## src/rtl/mem_responder.sv

```systemverilog
// ---------------------------------------------------------------------------
// mem_responder
//
// Target end of the mem_intf bus. Holds a DEPTH x DATA_W storage array and
// services single-beat writes and reads. After every reset a clear sweep
// loads CLR_VAL into each location, one per cycle. Reads complete RD_LAT
// edges after being sampled (counting the sampling edge), flagged by a
// one-cycle rvalid pulse. Any request that cannot be honoured (during the
// sweep, while a read is pending, or read+write together) sets a sticky err.
//
// Ports
//   clk       in   1       rising-edge clock
//   rst       in   1       synchronous, active-high reset
//   read      in   1       read request
//   write     in   1       write request
//   addr      in   ADDR_W  request address
//   data_in   in   DATA_W  write data
//   data_out  out  DATA_W  read data, held until the next read completes
//   rvalid    out  1       one-cycle pulse when data_out is new
//   busy      out  1       high while requests are not accepted
//   err       out  1       sticky protocol-error flag, cleared by rst only
// ---------------------------------------------------------------------------
module mem_responder #(
    parameter int                ADDR_W  = 5,
    parameter int                DATA_W  = 8,
    parameter int                DEPTH   = 2**ADDR_W,
    parameter int                RD_LAT  = 1,
    parameter logic [DATA_W-1:0] CLR_VAL = {DATA_W{1'b0}}
) (
    input  logic              clk,
    input  logic              rst,
    input  logic              read,
    input  logic              write,
    input  logic [ADDR_W-1:0] addr,
    input  logic [DATA_W-1:0] data_in,
    output logic [DATA_W-1:0] data_out,
    output logic              rvalid,
    output logic              busy,
    output logic              err
);

    // Wide enough for RD_LAT-1 with RD_LAT up to 4.
    localparam int CNT_W = 3;

    typedef enum logic [1:0] {
        CLEAR,
        IDLE,
        RD_WAIT
    } state_t;

    state_t            state_q,    state_d;
    logic [ADDR_W-1:0] clr_ptr_q,  clr_ptr_d;
    logic [ADDR_W-1:0] addr_q,     addr_d;
    logic [CNT_W-1:0]  cnt_q,      cnt_d;
    logic [DATA_W-1:0] data_out_q, data_out_d;
    logic              rvalid_q,   rvalid_d;
    logic              busy_q,     busy_d;
    logic              err_q,      err_d;

    logic              mem_we;
    logic [ADDR_W-1:0] mem_waddr;
    logic [DATA_W-1:0] mem_wdata;
    logic [DATA_W-1:0] mem_q [DEPTH];

    always_comb begin
        state_d    = state_q;
        clr_ptr_d  = clr_ptr_q;
        addr_d     = addr_q;
        cnt_d      = cnt_q;
        data_out_d = data_out_q;
        rvalid_d   = 1'b0;
        busy_d     = busy_q;
        err_d      = err_q;
        mem_we     = 1'b0;
        mem_waddr  = addr;
        mem_wdata  = data_in;

        case (state_q)
            CLEAR: begin
                mem_we    = 1'b1;
                mem_waddr = clr_ptr_q;
                mem_wdata = CLR_VAL;
                clr_ptr_d = clr_ptr_q + 1'b1;
                if (read || write)
                    err_d = 1'b1;
                // Last location written at this edge: open for business.
                if (clr_ptr_q == ADDR_W'(DEPTH - 1)) begin
                    state_d = IDLE;
                    busy_d  = 1'b0;
                end
            end

            IDLE: begin
                if (read && write) begin
                    err_d = 1'b1;
                end else if (write) begin
                    mem_we = 1'b1;
                end else if (read) begin
                    addr_d = addr;
                    if (RD_LAT == 1) begin
                        data_out_d = mem_q[addr];
                        rvalid_d   = 1'b1;
                    end else begin
                        state_d = RD_WAIT;
                        cnt_d   = CNT_W'(RD_LAT - 1);
                        busy_d  = 1'b1;
                    end
                end
            end

            RD_WAIT: begin
                if (read || write)
                    err_d = 1'b1;
                cnt_d = cnt_q - 1'b1;
                // Completes on the edge that sees the count at 1, giving a
                // total of RD_LAT edges from the sampling edge.
                if (cnt_q == CNT_W'(1)) begin
                    data_out_d = mem_q[addr_q];
                    rvalid_d   = 1'b1;
                    busy_d     = 1'b0;
                    state_d    = IDLE;
                end
            end

            default: begin
                state_d = CLEAR;
                busy_d  = 1'b1;
            end
        endcase
    end

    always_ff @(posedge clk) begin
        if (rst) begin
            state_q    <= CLEAR;
            clr_ptr_q  <= '0;
            addr_q     <= '0;
            cnt_q      <= '0;
            data_out_q <= '0;
            rvalid_q   <= 1'b0;
            busy_q     <= 1'b1;
            err_q      <= 1'b0;
        end else begin
            state_q    <= state_d;
            clr_ptr_q  <= clr_ptr_d;
            addr_q     <= addr_d;
            cnt_q      <= cnt_d;
            data_out_q <= data_out_d;
            rvalid_q   <= rvalid_d;
            busy_q     <= busy_d;
            err_q      <= err_d;
        end
    end

    // Storage needs no reset: the clear sweep initialises it after every rst.
    always_ff @(posedge clk) begin
        if (!rst && mem_we)
            mem_q[mem_waddr] <= mem_wdata;
    end

    assign data_out = data_out_q;
    assign rvalid   = rvalid_q;
    assign busy     = busy_q;
    assign err      = err_q;

endmodule

```

## config.mk

```make
export PLATFORM = sky130hd
export DESIGN_NAME = mem_responder
export DESIGN_NICKNAME = d
export VERILOG_FILES = /design/src/rtl/mem_responder.sv
export SDC_FILE = /design/constraint.sdc
export NUM_CORES = 1
export LEC_CHECK = 0
export BUFFER_PORTS_ARGS = -buffer_cell sky130_fd_sc_hd__buf_2
export CAP_MARGIN = 0
export CORE_MARGIN = 10
export CORE_UTILIZATION = 60
export DETAILED_ROUTE_END_ITERATION = 8
export PLACE_DENSITY = 0.74
export SLEW_MARGIN = 20
export SYNTH_ARGS = -nofsm -noshare
export SYNTH_HDL_FRONTEND = slang
export SYNTH_SLANG_ARGS = --single-unit
```

## constraint.sdc

```tcl
create_clock -name clk -period 5.15 [get_ports clk]
set_clock_uncertainty 0.1 [all_clocks]
set_input_delay 0 -clock clk [delete_from_list [all_inputs] [get_ports clk]]
set_output_delay 0 -clock clk [all_outputs]
set_load 0.01 [all_outputs]
```

==> results of run 1 <==
-- state kept, by name, summed over array words and instances (netlist names) --
signal,flops
busy,1
clr_ptr_q,5
data_out,8
err,1
mem_q,256
rvalid,1
state_q,1
-- cells in the mapped netlist (all sizes together) --
cell type  number  area, um2
nor2           53        199
dfxtp          17        340
ha              2       25.0
a22oi          64        480
mux2            1       11.3
nand2          18       67.6
and2            9       56.3
nor3b           1       7.51
nand2b          4       25.0
a211oi          8        100
a21o            2       15.0
xnor2           1       8.76
nor3            1       5.00
nand3           1       5.00
o32ai           2       17.5
inv             2       7.51
or4             8       60.1
and3b           1       8.76
o22ai           1       6.26
mux2i         131       1310
o21ai           1       5.00
buf            17        171
or2             1       6.26
xor2            1       8.76
nand4b          1       8.76
a21oi          36        180
clkbuf         22       90.1
and3            1       6.26
edfxtp        256       7690
nor2b           6       37.5
-- power by group through the flow --
| stage | Sequential, mW | Clock (mW) | Combinational [mW] |
|---|---|---|---|
| floorplan | 2.46 | 0 | 0.134 |
| detailed placement | 2.46 | 0 | 0.176 |
| CTS | 2.41 | 1.94 | 0.180 |
| global placement | 2.46 | 0 | 0.173 |
| finish | 2.41 | 1.92 | 0.182 |
| global route | 2.41 | 2.04 | 0.195 |
-- critical path: stages, from the launching register on --
cell and delay [ns]:
dfxtp_1 0.93, nor2b_1 0.21, a21oi_1 0.23, nand2_1 0.27, nor2_1 0.81
-- what timing repair did --
action                     in CTS  in global routing
setup endpoints to repair       0                  0
hold endpoints to repair       17                  0
resized for setup               0                  0
hold buffers                    5                  0
-- cell type report --
cell class | count | share of cell area
Sequential cell | 273 | 0.662
Multi-Input combinational cell | 355 | 0.221
Clock buffer | 35 | 0.0582
Tap cell | 229 | 0.0236
Timing Repair Buffer | 40 | 0.0207
Clock inverter | 13 | 0.0137
Inverter | 2 | 0.000619
-- stage by stage --
step	total power, mW	cell area (um2)	worst slack, ns	hold slack (ns)
after detailed placement	2.64	11200	2.25	0.301
after floorplan	2.59	11000	2.94	0.150
final	4.52	12100	2.21	0.0825
after global placement	2.63	11200	2.39	0.303
after global routing	4.64	12100	2.01	0.0933
after CTS	4.54	12100	2.26	0.0678
-- routing by layer --
layer / vias up / GRT usage
met5: - / 0
met4: 0 / 0.0531
met3: 44 / 0.0289
met2: 264 / 0.316
met1: 2987 / 0.264
li1: 2669 / -
-- cell families after synthesis --
group / Yosys count
AOI/OAI and AO/OA: 114
muxes: 132
DFF: 273
adders and majority gates: 2
xor gates and xnor gates: 2
buffers and inverters: 41
and+or+nand+nor: 105
-- worst paths after layout --
kind,end,cells past startpoint,from,slack [ns]
worst max-delay path,mem_q[0][4]$_DFFE_PP_,4,state_q[0]$_SDFFE_PP0P_,2.21
worst min-delay path,mem_q[22][5]$_DFFE_PP_,3,data_in[5],0.08
worst max register to register,mem_q[0][4]$_DFFE_PP_,4,state_q[0]$_SDFFE_PP0P_,2.21
worst min register to register,busy$_SDFFE_PP1P_,1,busy$_SDFFE_PP1P_,0.37
==> impl_results.md, run 1 <==
- Maximum clock path buffer count: 3
- Largest family of logic cells by synthesized area: multiplexers
- DR iter-0 viols: around 700
- Final Hold Fails: 0
- Comb power frac: 0.040
- Slew margin rel.: 0.318
- Drt total wl: about 23 mm
- Slew Limit Fails: 0
- Pin count of the biggest net entering global routing: 73
- Avg Cell Area, Syn: about 16 um2
- Die footprint: around 24,000 um2
- Post-DR vias/cell: around 6.3
- Fillers: 1,174
- Least-Margin Pin Slew: around 1 ns
- Static Leak: 4.17 nW
- Layout cells sized above 1: 0.123
- Commonest cells after routing, fill and taps aside: 256 x edfxtp_1, 131 x mux2i_1, 64 x a22oi_1, 52 x nor2_1, 36 x a21oi_1
- Worst-Skew Late Latency: about 0.52 ns
- Register area: between 8000 and 9000 um2
- Num CTS Buffers: 27
- Leading cell type in the layout, fill and taps excluded: edfxtp_1
- # setup viols final: 0
- Max-Cap Viols: 0
- Wire per inst: between 20 and 25 um
- WL met3: 1.66 mm
- Worst-path fanout max: 31
- Crit. End Element: flop
- Fraction of synthesized area in multiplexers: 0.121
- CTS tree: yes
- Final ANT Viol Nets: 0
- CTS clk-pin slew, worst paths: ~0.060 ns
- # DRC: 0
- Seq cells post-synth: between 200 and 300
- Starting Density: 0.610
- Root Driver: clkbuf_16
- Wire length of the first global-routing pass: 36.0 mm
- ANT cells: 0
- Switch Pwr: between 800 and 900 uW
- WP data arrival: approximately 3 ns
- Post-synthesis sequential area ratio: 0.733
- Synth Area in Simple Gates: 0.0450
- Final TNS setup: 0 ns
- Vias in the first global route: ~6,000
- Tmin final: approximately 2.9 ns
- Synth Area in Adders: 0.00228
- Grt total ovfl: 0
- Final nets: 718
- Synth warn: 0
- Met1 WL: around 9.7 mm
- Max Freq: approximately 340 MHz
- Die X-Extent: 155 um
- Maximum VDD drop: 0.000280 V
- Detail Placement HPWL: between 10 and 15 mm
- TritonCTS sink count: roughly 270
- Placed insts: slightly below 900
- Multi-input logic area: around 2700 um2
- First-pass iteration count of the detailed router: 5
- Die height: roughly 160 um
- Highest routed layer: met4
- PwrDens: 373 nW/um2
- GRT Total Usage: 0.193
- Post-synth cell types: 35
- XOR/XNOR Fraction of Synth Area: 0.00160
- Port bufs: 27
- I/O pins: 28
- Final period utilization: 0.571
- Area grow syn2layout: 10.7%
- Unrepaired setup endpoints after global routing: no
- H-tree Lvls: 1
- Complex-gate fraction of the synthesized area: 0.0734
- WP data required: 5.20 ns
- Post-CTS Setup Inserts: 0
- Cell Area, Synth: 11,000 um2
- Initial antenna violation count: 0
- Sequential share of power: 0.534
- Status: finished, final reports clean
- Rows: 49
- CORE AREA: approximately 18,000 um2
- Finished Layout Cells: roughly 950
- Clock share of power: 0.426
- Met2 WL: approximately 11 mm
- Final RePlAce weighted congestion: roughly 0.83
- Post-Syn Nets: 688
- Via count: roughly 6,000
- Worst Setup Start Kind: flop
- Critical setup path kind: flop to flop
- Total internal power: roughly 3.6 mW
- Sw frac: 0.195
- Hold crit path type: input pin to flop
- Fin util: 0.675
- Syn Inst Count: ~670
(Power assumes the default switching activity.)
==> run 2, diff against run 1 <==
- ABC_AREA: default -> 1
- clock period: 5.15 -> 3 ns (I/O delays scaled with it)
==> impl_results.md, run 2 <==
- Status: finished, final reports clean
- Routing usage on met2: 0.349
- Least-Margin Pin Slew: between 0.7 and 0.8 ns
- Starting Density: 0.607
- Seq cells post-synth: 273
- Maximum clock path buffer count: 3
- Post-CTS Setup Inserts: 0
- Grt met1 use: 0.289
- Area grow syn2layout: 10.5%
- Post-synth cell types: 19
- Final nets: ~1,100
- Final hold slack: 0.0315 ns
- Switch Pwr: between 1.5 and 2 mW
- Post-DP Area: ~12,000 um2
- Cell Area, Synth: between 10,000 and 15,000 um2
- Slowest-stage cell, CP: dfxtp_1
- Leading cell type in the layout, fill and taps excluded: nand2_1
- Sequential share of power: 0.538
- Vias in the first global route: roughly 7,300
- Post-synth top area share: 0.680
- Detail Placement HPWL: 15.1 mm
- Delay-heaviest family, CP: buffers and inverters
- Post-Syn Nets: ~1,000
- Root Driver: clkbuf_16
- Crit. End Element: flop
- Layout cells sized above 1: 0.0969
- # setup viols final: 0
- CTS clk-pin slew, worst paths: about 0.060 ns
- Area contributors post-synth: edfxtp_1 68%, nand2_1 12%, nand3_1 9.2%
- WP data arrival: 2.91 ns
- GRT Total Usage: 0.214
- Num CTS Buffers: 26
- Post-synthesis sequential area ratio: 0.710
- Hold crit path type: input pin to flop
- Worst Setup Start Kind: flop
- Wire per inst: slightly above 20 um
- Die height: ~160 um
- Total power draw: ~7.7 mW
- Max-Cap Viols: 0
- Final Hold Fails: 0
- Pin count of the biggest net entering global routing: 129
- Static Leak: 4.71 nW
- Slew margin rel.: 0.490
- CTS tree: yes
- Die X-Extent: about 160 um
- Max Freq: 392 MHz
- Synth warn: 0
- Maximum VDD drop: between 0.0004 and 0.0005 V
- Final RePlAce weighted congestion: 0.873
- Most common cell in the netlist: nand2_1
- # DRC: 0
- Die footprint: between 20,000 and 25,000 um2
- GRT Max-Usage Layer: met2
- Ys flop type: edfxtp_1
- Max FFs per register: around 260
- Critical setup path kind: flop to flop
- CORE AREA: roughly 19,000 um2
- Unrepaired setup endpoints after global routing: no
- Slew Limit Fails: 0
- First-pass iteration count of the detailed router: 5
- EDFF count, synth: between 200 and 300
- Rows: 50
- Async SR Flop Fraction: 0
- Via count: roughly 7,500
- Drt total wl: ~26 mm
- H-tree Lvls: 1
- Worst-path fanout max: 16
- Grt total ovfl: 0
- Tmin final: 2.55 ns
- Avg Cell Area, Syn: between 10 and 15 um2
- PwrDens: between 600 and 700 nW/um2
- Wire length of the first global-routing pass: about 41 mm
- Total internal power: 6.06 mW
- Non-Filler Cell Area, Final: approximately 12,000 um2
- WP data required: around 3.4 ns
- ANT cells: 0
- Sw frac: 0.212
- Crit-path cells: buf_4 -> nand2_1 -> nor2_2 -> o21ai_0 -> a21oi_1 -> dlygate4sd3_1
- Synth area leader: edfxtp_1
- Worst path max stage delay: roughly 0.69 ns
- Post-DR vias/cell: roughly 5.8
- DR iter-0 viols: ~930
- Commonest cells after routing, fill and taps aside: 349 x nand2_1, 256 x edfxtp_1, 208 x nand3_1, 41 x nor2_1, 27 x clkbuf_16
- Met3 usage: 0.0295
- Port bufs: 27
- TritonCTS sink count: between 200 and 300
- Final ANT Viol Nets: 0
- Syn Inst Count: ~1,000
- Largest reg by FF count: mem_q
- Buffers & Inverters on Critical Path: 2
- Initial antenna violation count: 0
- Comb power frac: 0.056
- Final TNS setup: 0 ns
- Synth cell count leaders: 349 x nand2_1, 256 x edfxtp_1, 209 x nand3_1, 42 x nor2_1, 21 x inv_1
- Worst-Skew Late Latency: around 0.53 ns
- Final period utilization: 0.849
- Clock share of power: 0.407
- I/O pins: 28
==> run 2: cell count changes after synthesis, moves of 13 or more <==
| cell | previous run | this run |
|---|---|---|
| a22oi_1 | 64 | 0 |
| o21ai_0 | 1 | 16 |
| buf_4 | 3 | 17 |
| inv_1 | 2 | 21 |
| nand2_1 | 18 | 349 |
| buf_2 | 0 | 13 |
| a21oi_1 | 36 | 16 |
| nand3_1 | 1 | 209 |
| mux2i_1 | 131 | 0 |
==> run 2: logic make-up after synthesis <==
family / Yosys count / share of synthesized area
simple gates: 608 / 0.228
flops: 273 / 0.710
buf+inv: 83 / 0.0439
compound gates: 35 / 0.0165
fa+ha+maj: 2 / 0.00221
==> run 2: power by group through the flow <==
stage	clock network [mW]	logic (mW)	registers, mW
2_1_floorplan	0	0.306	4.22
3_3_place_gp	0	0.403	4.22
3_5_place_dp	0	0.411	4.22
4_1_cts	3.17	0.423	4.14
5_1_grt	3.33	0.477	4.14
6_report	3.13	0.430	4.14
==> run 2: worst register-to-register path, delay by kind of cell, from the launching register on <==
family                 cells  cell delay (ns)
buffers and inverters      2             0.89
AND/OR/NAND/NOR            2             0.53
AO/OA/AOI/OAI              2             0.29
flip-flops                 1             0.69
==> run 2: metrics by stage <==
| step | setup WS, ns | std cells | util |
|---|---|---|---|
| final | 0.452 | 1287 | 0.670 |
| after global routing | 0.262 | 1287 | 0.670 |
| after CTS | 0.0971 | 1288 | 0.670 |
| after detailed placement | 0.495 | 1230 | 0.620 |
| after global placement | 0.608 | 1230 | 0.620 |
| after floorplan | 1.08 | 1001 | - |
==> run 2: layer usage <==
metal,wire (um),part of all wire
met5,0,0
met2,12200,0.47
met3,2240,0.087
met1,10500,0.40
met4,954,0.037
==> run 2: what timing repair did <==
item | CTS | global route
hold buffers | 11 | 0
hold endpoints to repair | 17 | 0
gates resized for setup | 0 | 3
setup endpoints to repair | 0 | 2
==> run 2: worst paths after layout <==
kind	start	depth (start not counted)	endpoint	slack, ns
setup reg to reg	state_q[0]$_SDFFE_PP0P_	6	data_out[4]$_SDFFE_PP0P_	0.45
hold / removal	data_in[6]	4	mem_q[29][6]$_DFFE_PP_	0.03
hold reg to reg	busy$_SDFFE_PP1P_	2	busy$_SDFFE_PP1P_	0.36
setup / recovery	state_q[0]$_SDFFE_PP0P_	6	data_out[4]$_SDFFE_PP0P_	0.45
==> run 2: final cells by class <==
class                      count  area (um2)
fill                        1353        6150
tap                          234         293
clock buffer                  31         691
inverter                      26        98.8
multi-input combinational    645        2790
clock inverter                16         124
timing repair buffer          62         467
sequential                   273        8030
==> run 3, diff against run 2 <==
- CORE_UTILIZATION: 60 -> 56
- PLACE_DENSITY: 0.74 -> 0.72
- clock period: 3 -> 2.2 ns (I/O delays scaled with it)
==> impl_results.md, run 3 (synthesized netlist as in run 2, its figures left out) <==
- Leading cell type in the layout, fill and taps excluded: nand2_1
- Final RePlAce weighted congestion: between 0.8 and 0.9
- Register area: ~8000 um2
- # setup viols final: 0
- Grt total ovfl: 0
- WP data required: between 2 and 2.5 ns
- Tmin final: ~2.1 ns
- Final Hold Fails: 0
- Maximum VDD drop: 0.000476 V
- Port bufs: 27
- Max FFs per register: 256
- Wire length of the first global-routing pass: 41.7 mm
- Max Freq: around 480 MHz
- Pin count of the biggest net entering global routing: 110
- Least-Margin Pin Slew: between 0.5 and 0.6 ns
- TritonCTS sink count: around 270
- Origin of the worst setup path: state_q[0]$_SDFFE_PP0P_
- Max-Cap Viols: 0
- Final hold slack: approximately 0.084 ns
- CTS tree: yes
- Die X-Extent: approximately 160 um
- H-tree Lvls: 1
- Hold crit path type: input pin to flop
- Vias in the first global route: 7,446
- Commonest cells after routing, fill and taps aside: 349 x nand2_1, 256 x edfxtp_1, 209 x nand3_1, 55 x buf_4, 42 x nor2_1
- Starting Density: 0.575
- Multi-input logic area: around 2800 um2
- CTS clk-pin slew, worst paths: ~0.06 ns
- Final period utilization: 0.954
- Static Leak: slightly below 5 nW
- Largest reg by FF count: mem_q
- Slew Limit Fails: 0
- Final ANT Viol Nets: 0
- Status: finished, final reports clean
- Die footprint: roughly 26,000 um2
- Detail Placement HPWL: roughly 16 mm
- Wire per inst: 19.8 um
- Maximum clock path buffer count: 3
- Crit. End Element: flop
- First-pass iteration count of the detailed router: 5
- Final TNS setup: 0 ns
- Initial antenna violation count: 0
- Hold path start: data_in[7]
- Post-CTS Setup Inserts: 0
- Slew margin rel.: 0.664
- Num CTS Buffers: 26
- Slowest-stage cell, CP: dfxtp_2
- Worst-path fanout max: 14
- Root Driver: clkbuf_16
- FF-to-FF Start: state_q[0]$_SDFFE_PP0P_
- CORE AREA: roughly 20,000 um2
- I/O pins: 28
- PwrDens: around 800 nW/um2
- Worst-Skew Late Latency: approximately 0.53 ns
- Layout cells sized above 1: 0.126
- GRT Total Usage: 0.204
- Worst Setup Start Kind: flop
- Post-DR vias/cell: between 5 and 6
- Fillers: about 1,500
- Area grow syn2layout: 14.4%
- Critical setup path kind: flop to flop
- # DRC: 0
- Delay-heaviest family, CP: simple AND/OR/NAND/NOR gates
- Via count: roughly 7,700
- Buffers & Inverters on Critical Path: 2
- DR iter-0 viols: 960
- Fin util: 0.658
- Final nets: around 1,100
- WP data arrival: around 2.2 ns
- Die height: ~160 um
- Worst path max stage delay: 0.40 ns
- Drt total wl: 27.0 mm
- ANT cells: 0
- Crit-path cells: inv_2 -> o21ai_0 -> a21oi_2 -> nand3_2 -> nor2_1 -> buf_4
- Rows: a little over 50
- Unrepaired setup endpoints after global routing: no
- Total power draw: 10.4 mW
-- run 3: routing by layer --
metal  track usage  up-vias  part of all wire
li1              -     3626                 -
met1         0.273     3618              0.41
met2         0.335      357              0.48
met3        0.0296       55             0.091
met4        0.0732        0             0.027
met5             0        -                 0
-- run 3: final timing paths --
kind                       endpoint  depth (start not counted)  slack (ns)
max          mem_q[18][6]$_DFFE_PP_                          6        0.10
max reg2reg  mem_q[18][6]$_DFFE_PP_                          6        0.10
min          mem_q[29][7]$_DFFE_PP_                          4        0.08
min reg2reg       busy$_SDFFE_PP1P_                          2        0.38
-- run 3: worst register-to-register path: cells and delay by family, from the launching register on --
| family | cells | cell delay [ns] |
|---|---|---|
| AND/OR/NAND/NOR | 2 | 0.61 |
| buffers and inverters | 2 | 0.32 |
| flip-flops | 1 | 0.40 |
| AO/OA/AOI/OAI | 2 | 0.39 |
-- run 3: layout make-up --
type                    instances  share of cell area
clock buffers                  42              0.0581
clock inverters                 6             0.00280
inverters                      26             0.00764
multi-input cells             645               0.216
flip-flops and latches        273               0.620
well taps                     265              0.0256
repair buffers                107              0.0698
-- run 3: report_power, final --
| group | switching (mW) | internal, mW |
|---|---|---|
| logic | 0.424 | 0.194 |
| registers | 0.0123 | 5.63 |
| clock network | 1.77 | 2.34 |
| total | 2.21 | 8.16 |
-- run 3: stage by stage --
stage / instance area [um2] / cells / setup slack (ns)
finish: 12900 / 1364 / 0.101
global route: 12900 / 1364 / 0.0468
CTS: 12900 / 1364 / 0.0316
detailed placement: 12000 / 1300 / -0.0716
global placement: 12000 / 1300 / -0.00223
floorplan: 11300 / 1001 / 0.283
-- run 3: timing repair --
| item | CTS | global route |
|---|---|---|
| endpoints found under the hold margin | 241 | 0 |
| gates cloned | 0 | 0 |
| setup endpoints to repair | 160 | 188 |
| hold buffers | 16 | 0 |
| resized for setup | 1 | 1 |
